===== src/rtl/adc_pack_pkg.sv =====
// Shared defaults for the ADC sample packer and its continuity checker.
package adc_pack_pkg;

  localparam int SAMPLE_W_DEF    = 16;   // bits per ADC sample
  localparam int LANES_DEF       = 4;    // samples per packed output word
  localparam int FRAME_WORDS_DEF = 256;  // output words per frame
  localparam int FRAME_CNT_W     = 16;   // width of the completed-frame counter

endpackage : adc_pack_pkg


===== src/rtl/adc_step_checker.sv =====
// Sample continuity checker: flags (sticky) any accepted sample that is not
// exactly one step (+1 or -1, modulo 2^SAMPLE_W) away from the previous one.
// The first sample after reset or err_clr only seeds the reference.
module adc_step_checker
  import adc_pack_pkg::*;
#(
  parameter int SAMPLE_W = SAMPLE_W_DEF
) (
  input  logic                clk,
  input  logic                reset,
  input  logic [SAMPLE_W-1:0] sample,
  input  logic                accept,
  input  logic                err_clr,
  output logic                step_err
);

  logic [SAMPLE_W-1:0] r_prev;
  logic                r_prev_vld;
  logic                r_err;
  logic [SAMPLE_W-1:0] w_delta;
  logic                w_step_bad;

  // Modular difference: +1 and -1 (all ones) are the only legal steps.
  assign w_delta    = sample - r_prev;
  assign w_step_bad = accept && r_prev_vld &&
                      (w_delta != SAMPLE_W'(1)) && (w_delta != '1);

  // Reference-valid flag and sticky error; err_clr wins over a same-cycle error.
  // NOTE: sequential state uses <= so every flop samples pre-edge values.
  always_ff @(posedge clk) begin
    if (reset) begin
      r_prev_vld <= 1'b0;
      r_err      <= 1'b0;
    end else if (err_clr) begin
      r_prev_vld <= 1'b0;
      r_err      <= 1'b0;
    end else if (accept) begin
      r_prev_vld <= 1'b1;
      if (w_step_bad) r_err <= 1'b1;
    end
  end

  // Previous-sample register; only meaningful while r_prev_vld is set.
  // NOTE: data-only register left without reset; its validity flag is reset instead.
  always_ff @(posedge clk) begin
    if (accept) r_prev <= sample;
  end

  assign step_err = r_err;

endmodule : adc_step_checker


===== src/rtl/adc_sample_packer.sv =====
// ADC sample packer: collects LANES samples (first sample at the LSBs) into
// one output word, presents it on a valid/ready output with a one-entry
// output register, marks the last word of each frame and counts frames.
// LANES must be at least 2.
module adc_sample_packer
  import adc_pack_pkg::*;
#(
  parameter int SAMPLE_W    = SAMPLE_W_DEF,
  parameter int LANES       = LANES_DEF,
  parameter int FRAME_WORDS = FRAME_WORDS_DEF
) (
  input  logic                      clk,
  input  logic                      reset,
  input  logic [SAMPLE_W-1:0]       s_data,
  input  logic                      s_valid,
  output logic                      s_ready,
  output logic [SAMPLE_W*LANES-1:0] m_data,
  output logic                      m_valid,
  input  logic                      m_ready,
  output logic                      m_last,
  output logic [FRAME_CNT_W-1:0]    frame_cnt,
  input  logic                      err_clr,
  output logic                      step_err
);

  localparam int LANE_W = (LANES > 1)       ? $clog2(LANES)       : 1;
  localparam int WORD_W = (FRAME_WORDS > 1) ? $clog2(FRAME_WORDS) : 1;
  localparam int ACC_W  = (LANES - 1) * SAMPLE_W;

  logic [LANE_W-1:0]         r_lane;
  logic [WORD_W-1:0]         r_word;
  logic [ACC_W-1:0]          r_acc;
  logic [SAMPLE_W*LANES-1:0] r_m_data;
  logic                      r_m_valid;
  logic [FRAME_CNT_W-1:0]    r_frame_cnt;

  logic              w_last_lane;
  logic              w_word_last;
  logic              w_accept;
  logic              w_complete;
  logic              w_xfer;
  logic [LANE_W-1:0] w_lane_nxt;
  logic [WORD_W-1:0] w_word_nxt;

  // Handshake decode. The last lane may only be taken when the output
  // register is empty or draining this cycle, so no word is ever lost.
  assign w_last_lane = (r_lane == LANE_W'(LANES - 1));
  assign w_word_last = (r_word == WORD_W'(FRAME_WORDS - 1));
  assign s_ready     = !w_last_lane || !r_m_valid || m_ready;
  assign w_accept    = s_valid && s_ready;
  assign w_complete  = w_accept && w_last_lane;
  assign w_xfer      = r_m_valid && m_ready;

  // Wrapping successors of the lane and word counters.
  always_comb begin
    // NOTE: default first so every path assigns the output and no latch is inferred.
    w_lane_nxt = r_lane + 1'b1;
    w_word_nxt = r_word + 1'b1;
    if (w_last_lane) w_lane_nxt = '0;
    if (w_word_last) w_word_nxt = '0;
  end

  // Partial-word accumulator for lanes 0..LANES-2; the last lane bypasses it.
  always_ff @(posedge clk) begin
    if (w_accept && !w_last_lane) begin
      for (int k = 0; k < LANES - 1; k++) begin
        if (r_lane == LANE_W'(k)) r_acc[k*SAMPLE_W +: SAMPLE_W] <= s_data;
      end
    end
  end

  // Lane/word counters, output register and frame counter.
  always_ff @(posedge clk) begin
    if (reset) begin
      r_lane      <= '0;
      r_word      <= '0;
      r_m_data    <= '0;
      r_m_valid   <= 1'b0;
      r_frame_cnt <= '0;
    end else begin
      if (w_accept) r_lane <= w_lane_nxt;

      // A completing word reloads the register even while the old one
      // drains, keeping m_valid high with no bubble.
      if (w_complete) begin
        r_m_data  <= {s_data, r_acc};
        r_m_valid <= 1'b1;
      end else if (w_xfer) begin
        r_m_valid <= 1'b0;
      end

      if (w_xfer) begin
        r_word <= w_word_nxt;
        if (w_word_last) r_frame_cnt <= r_frame_cnt + 1'b1;
      end
    end
  end

  // r_word only moves on a transfer, so m_last is stable while stalled.
  assign m_data    = r_m_data;
  assign m_valid   = r_m_valid;
  assign m_last    = r_m_valid && w_word_last;
  assign frame_cnt = r_frame_cnt;

  adc_step_checker #(
    .SAMPLE_W (SAMPLE_W)
  ) u_step_checker (
    .clk      (clk),
    .reset    (reset),
    .sample   (s_data),
    .accept   (w_accept),
    .err_clr  (err_clr),
    .step_err (step_err)
  );

endmodule : adc_sample_packer


===== config.mk =====
export PLATFORM = sky130hd
export DESIGN_NAME = adc_sample_packer
export DESIGN_NICKNAME = d
export VERILOG_FILES = /design/src/rtl/adc_pack_pkg.sv /design/src/rtl/adc_step_checker.sv /design/src/rtl/adc_sample_packer.sv
export SDC_FILE = /design/constraint.sdc
export NUM_CORES = 1
export LEC_CHECK = 0
export ABC_AREA = 1
export ABC_CLOCK_PERIOD_IN_PS = 2150
export CORE_AREA = 2 2 145 147
export DETAILED_ROUTE_END_ITERATION = 10
export DIE_AREA = 0 0 147 149
export SETUP_SLACK_MARGIN = 0.1
export SYNTH_ARGS = -nofsm -noshare
export SYNTH_HDL_FRONTEND = slang
export SYNTH_SLANG_ARGS = --single-unit

===== constraint.sdc =====
create_clock -name clk -period 2.15 [get_ports clk]
set_input_delay 0.3225 -clock clk [delete_from_list [all_inputs] [get_ports clk]]
set_output_delay 0.3225 -clock clk [all_outputs]
set_load 0.05 [all_outputs]

# == Yosys cells after proc, flatten, opt, wreduce, memory -nomap -nowiden ==
# Cells that the tools add are included.
# W data, S select, Z words.
# op_classes
add_sub_neg,4
n_eq_ne,6
muxes,4
reduce_logical,20
# ops
op,n
$add A16 B1 Y16 const B,1
$ne A16 B1 Y1 const B,1
$ne A16 B16 Y1 const B,1
$sub A16 B16 Y16,1
$reduce_and A2 Y1,5
$add A8 B1 Y8 const B,1
$eq A8 B8 Y1 const B,1
$logic_and A1 B1 Y1,8
$mux W8,1
$eq A2 B2 Y1 const B,2
$add A2 B1 Y2 const B,1
$eq A2 B1 Y1 const B,1
$logic_not A1 Y1,2
$logic_not A2 Y1,1
$logic_or A1 B1 Y1,2
$mux W1,2
$mux W2,1
$reduce_bool A2 Y1,1
$reduce_or A2 Y1,1
# totals
ff_bits,157

# == Longest topological paths before layout ==
# Gate-level depths: netlist (run 1).
# depth
ltp_word,9
mapped_depth,17

# == Hierarchy ==
# A second synthesis (run 1) with hierarchy kept.
# hier_totals
cells_unflattened,832
area_unflattened_um2,7288.2
# by_module_without_submodules
mod,n_inst,cells_each,area_per_inst_um2,seq_area_each_um2
adc_sample_packer,1,537,5447.7,3263.1
adc_step_checker,1,295,1840.5,520.5

# == Worst setup path before layout (run 1) ==
# OpenSTA, ideal clock, no wires.
# synth_path
path_kind,flip-flop to flip-flop
start,"register r_m_valid, in the netlist m_valid"
end,register r_acc[0] (enable)
setup_ps,389
t_arrival_ps,2373
t_required_ps,1761
slack_ps,-611
stages_incl_launch_ff,7
n_path_buf,0
period_less_slack_ps,2761
cell_sequence,dfxtp_1 -> inv_1 -> nor2_1 -> nand2_1 -> nand2_1 -> or2_2 -> nor2_1
# synth_via
elab_chain_len,6
# synth_lines
element,line,source
from (decl),adc_sample_packer.sv:34,logic r_m_valid;
from (signal assigned),adc_sample_packer.sv:78,r_m_valid <= 1'b0;
from (signal assigned),adc_sample_packer.sv:87,r_m_valid <= 1'b1;
from (signal assigned),adc_sample_packer.sv:89,r_m_valid <= 1'b0;
$logic_not A1 Y1,adc_sample_packer.sv:49,assign s_ready = !w_last_lane || !r_m_valid || m_ready;
$logic_or A1 B1 Y1 (2 in series),adc_sample_packer.sv:49,
net s_ready,adc_sample_packer.sv:16,"output logic s_ready,"
$logic_and A1 B1 Y1,adc_sample_packer.sv:50,assign w_accept = s_valid && s_ready;
$logic_and A1 B1 Y1,adc_sample_packer.sv:65,if (w_accept && !w_last_lane) begin
$reduce_and A2 Y1 (no line),-,
"to (signal, indexed assignment)",adc_sample_packer.sv:67,if (r_lane == LANE_W'(k)) r_acc[k*SAMPLE_W +: SAMPLE_W] <= s_data;
to (decl),adc_sample_packer.sv:32,logic [ACC_W-1:0] r_acc;
# The timed path passes the listed nets, and every way through them passes these cells.
# A chain may end at the register's enable or synchronous reset.

# == Final worst setup path (run 1) ==
# layout_path
start,register u_step_checker.r_prev[0]
end,"register u_step_checker.r_err, in the netlist u_step_checker.step_err"
# layout_via
elab_chain_len,5
elab_cells_between_ends,6
cone_classes,add/sub (1); eq/ne (2); reduce/logical (3)
# layout_lines
element,line,source
from (decl),adc_step_checker.sv:17,logic [SAMPLE_W-1:0] r_prev;
from (signal assigned),adc_step_checker.sv:46,if (accept) r_prev <= sample;
$sub A16 B16 Y16 *,adc_step_checker.sv:24,assign w_delta = sample - r_prev;
$ne A16 B1 Y1,adc_step_checker.sv:26,(w_delta != SAMPLE_W'(1)) && (w_delta != '1);
$logic_and A1 B1 Y1,adc_step_checker.sv:25,assign w_step_bad = accept && r_prev_vld &&
$logic_and A1 B1 Y1 *,adc_step_checker.sv:26,
$reduce_and A2 Y1 (no line) *,-,
to (signal assigned),adc_step_checker.sv:33,r_err <= 1'b0;
to (signal assigned),adc_step_checker.sv:36,r_err <= 1'b0;
to (signal assigned),adc_step_checker.sv:39,if (w_step_bad) r_err <= 1'b1;
to (decl),adc_step_checker.sv:19,logic r_err;
# Every way passes the cells marked *; elsewhere a longest branch is shown, timed or not.

==> impl_summary.txt, run 1 <==
----------------------------------------------------
[Timing]
  Slew of the pin with the lowest slew margin ... 624.6 ps
  Maximum clock frequency ... 458.3 MHz
  Headroom to the max-slew limit ... 58.36%
  Final Max Slew Viols ... 0
  Crit path setup slack, layout ... -31.85 ps
  Final worst path period share ... 101.5%
  Final count of hold timing violations ... 0
  Final Setup Violations ... 1
  Clock Skew ... about 16 ps
  Unrepaired setup endpoints after global routing ... yes
  Final Critical Period ... 2182 ps

[Worst setup path]
  Slack of the worst reg-to-reg path ... -30 ps
  Setup crit start kind ... register
  Length in cells of the worst reg-to-reg path ... 15
  Worst EP arrival ... 2500 ps
  Critical path type ... register to register
  Required time at the worst-slack endpoint ... 2460 ps
  Worst r2r src ... u_step_checker.r_prev[0]
  Endpoint type of the worst setup path ... register
  Crit path max fanout ... 2
  Reg2reg end ... u_step_checker.step_err

[CTS]
  CTS Root Cell ... clkbuf_16
  Clock-pin slew on the worst setup and hold paths ... 70 ps
  Clk_lat worst skew ... 430 ps
  CTS tree ... yes
  Number of buffers inserted for hold repair after clock tree synthesis ... 0
  CTS Sinks ... approximately 160
  CTS Buf Count ... 17
  Maximum root-to-sink buffer count ... 2
  H-tree levels ... 4

[Floorplanning]
  Initial cell density of the core ... roughly a third
  Cell row count ... 53
  Top Ports ... around 110
  Vert. Die Dim ... 149 microns
  Area of the placeable core ... 20,560 sq um
  Area enclosed by the die boundary ... 21,900 sq um
  Die W ... 147 microns

[Power]
  Fraction of power consumed by sequential logic ... 45.3%
  Sw Pwr ... 0.001782 W
  Combinational fraction of design power ... 11.2%
  Tot Pwr ... 0.007120 W
  IR drop worst, VDD ... 0.4539 mV
  Clock share of power ... 43.6%
  Pwr/cell area ... approximately 770 nW/um^2
  Net Sw Frac ... 25.02%
  Static leakage ... approximately 3.8 nW
  Internal Power ... about 0.0053 W

[Routing]
  Drt wl/cell ... 14.01 microns
  Count of vias placed by the detailed router ... 5,661
  Via density per instance ... 4.540
  Overall routed net length ... 17,470 microns
  Drt initial violations ... roughly 380
  DRC ... 0
  Count of TritonRoute iterations in the first routing pass ... 4
  Post-detailed-route count of antenna-violating nets ... 0

[Final layout]
  Growth of design area from synthesis to finish ... 35.59%
  Antenna diode count ... 0
  Cell Count, Final, Fillers Out ... roughly 1,200
  # nets final ... about 1,000
  Core Util, Final ... 45.22%
  Number of fillers in the final layout ... a little under 2,000
  Fraction of layout cells with a size suffix above 1 ... 13.07%

[Logic synthesis]
  Combined area of all synthesized cells ... 6855 sq um
  YS warnings ... 0
  Number of nets produced by synthesis ... 849
  Synth Instances ... 805
  #FFs+latches synth ... 157
  Average cell area after synthesis ... 8.516 sq um
  Share of the yosys chip area belonging to registers ... 55.19%
  Distinct cells, synth ... 36

[Global route]
  Global-route wire length before repair ... about 28,000 microns
  Initial antenna violation count ... 0
  Number of global-route vias before repair ... 5,353
  GRT Resource Usage Total ... 16.28%
  Pin count of the biggest net entering global routing ... 60
  Aggregate global routing overflow ... 0

[Placement]
  Worst setup slack after placement ... -599.9 ps
  Number of port buffers ... 104
  Final estimated routing congestion in global placement ... about 0.86
  Post-detailed-placement half-perimeter wirelength ... 12,850 microns
  Number of placed instances, taps included ... 1,211

[Run]
  Number of max-cap violations ... 0

[Min path]
  Endpoint of the worst hold path ... m_data[58]
  Number of instances on the worst hold path ... 3
  Type of the worst min-delay path ... input port to register
  HP Start ... reset

[Run status]
  Result of the run ... finished with violations
  Violations in the final reports ... negative setup slack

----------------------------------------------------
==> logic make-up (layout without fill, tap and decap cells) <==
group	count (synthesis)	after routing	synth area share, %
simple gates	381	381	24.04
flops	157	157	55.19
buf+inv	129	296	7.520
compound gates	108	108	8.049
fa+ha+maj	23	23	4.307
xor+xnor	7	7	0.8943
==> layout by cell type (no fill, tap or decap), types with 10 or more instances in the layout <==
cell type          n
clkdlybuf4s50_1   98
edfxtp_1          64
ha_1              21
buf_4             47
o21ai_0           11
a21oi_1           91
nor3_1            10
nand2_1          258
dfxtp_1           92
inv_1             98
nand3_1           29
nor2_1            36
clkbuf_16         17
==> sequential cells by signal, indices dropped and copies added (netlist names) <==
signal and count:
r_lane 2, u_step_checker.r_prev_vld 1, u_step_checker.r_prev 16, r_word 8, m_valid 1, frame_cnt 16, u_step_checker.step_err 1, m_data 64
r_acc 48
==> synthesized netlist by cell type <==
cell      number  area (sq um)
nand2_1      268          1006
inv_1         99         371.6
dfxtp_1       93          1862
a21oi_1       91         455.4
edfxtp_1      64          1922
nor2_1        39         146.4
nand3_1       30         150.1
ha_1          22         275.3
o21ai_0       11         55.05
buf_2         10         50.05
nor3_1        10         50.05
nand4_1        9         56.30
clkbuf_1       8         30.03
inv_2          8         30.03
nor3b_1        5         37.54
xor2_1         4         35.03
and2_1         3         18.77
buf_4          3         22.52
nor3_4         3         48.80
o21ai_1        3         15.01
xnor2_1        3         26.28
nand2_2        2         12.51
nand2_4        2         22.52
nor2_4         2         22.52
or2_2          2         12.51
buf_6          1         11.26
fa_1           1         20.02
nand3_2        1         10.01
nand3b_1       1         7.510
nand4_2        1         12.51
nor2_2         1         6.260
nor4_1         1         6.260
nor4_4         1         21.27
o21a_1         1         7.510
o221a_1        1         11.26
o31ai_1        1         7.510
==> power groups by stage <==
stage / registers, W / clock network (W) / logic (W)
floorplan: 0.00335 / 0 / 0.000382
global placement: 0.00329 / 0 / 0.000760
detailed placement: 0.00329 / 0 / 0.000770
CTS: 0.00322 / 0.00317 / 0.000780
global route: 0.00323 / 0.00330 / 0.000882
finish: 0.00322 / 0.00310 / 0.000795
==> metal layers <==
layer,part of all wire [%],track usage [%]
met1,47,21.15
met2,47,27.28
met3,4.5,3.639
met4,1.4,5.000
met5,0,0
==> cell type report <==
| class | instances | area (sq um) | area share (%) |
|---|---|---|---|
| Inverter | 107 | 401.6 | 4.321 |
| Tap cell | 275 | 344.1 | 3.702 |
| Clock inverter | 15 | 183.9 | 1.979 |
| Timing Repair Buffer | 157 | 1524 | 16.40 |
| Clock buffer | 17 | 425.4 | 4.577 |
| Sequential cell | 157 | 3787 | 40.75 |
| Multi-Input combinational cell | 519 | 2629 | 28.28 |
==> worst max-delay path by stage <==
stage	start	to	slack, ps	cells past startpoint
CTS	u_step_checker.r_prev[0]	u_step_checker.step_err	90	16
global route	u_step_checker.r_prev[0]	u_step_checker.step_err	-180	16
floorplan	m_valid	r_acc[0]	130	6
global placement	s_data[0]	u_step_checker.step_err	-550	18
finish	u_step_checker.r_prev[0]	u_step_checker.step_err	-30	15
detailed placement	s_data[0]	u_step_checker.step_err	-600	18
==> worst max-delay path, stage by stage, from the launching register on <==
cell and delay (ps):
edfxtp_1 410, ha_2 210, fa_2 400, inv_2 80
nand2_2 50, nand2_2 70, nand3_2 100, buf_4 160
nand3_1 60, nand2_1 70, nor2_1 90, nand3_1 80
nor2_1 90, nand3_1 70, nand3_1 80, a21oi_1 60
==> metrics by stage <==
stage / setup TNS, ps / instance area (sq um) / hold slack [ps]
2_1_floorplan: 0 / 6884 / 421.4
3_3_place_gp: -552.9 / 8601 / 442.7
3_5_place_dp: -599.9 / 8601 / 446.9
4_1_cts: 0 / 9239 / 279.1
5_1_grt: -178.4 / 9295 / 299.0
6_report: -31.85 / 9295 / 295.2
==> timing repair <==
item                                   in CTS  in global routing
setup endpoints to repair                   1                  3
gates resized for setup                     6                 14
pin swaps                                   2                 16
endpoints found under the hold margin       0                  0
setup buffers                               2                  3
(Power assumes the default switching activity.)
==> inputs of run 2 (changes only) <==
Settings changed: TNS_END_PERCENT set to 100.
==> results of run 2 <==
Same layout as run 1: the final DEF is identical, and so are final timing and power.
==> inputs of run 3 (changes only) <==
Settings changed: SLEW_MARGIN set to 40.
==> results of run 3 <==
Same layout as run 1: the final DEF is identical, and so are final timing and power.
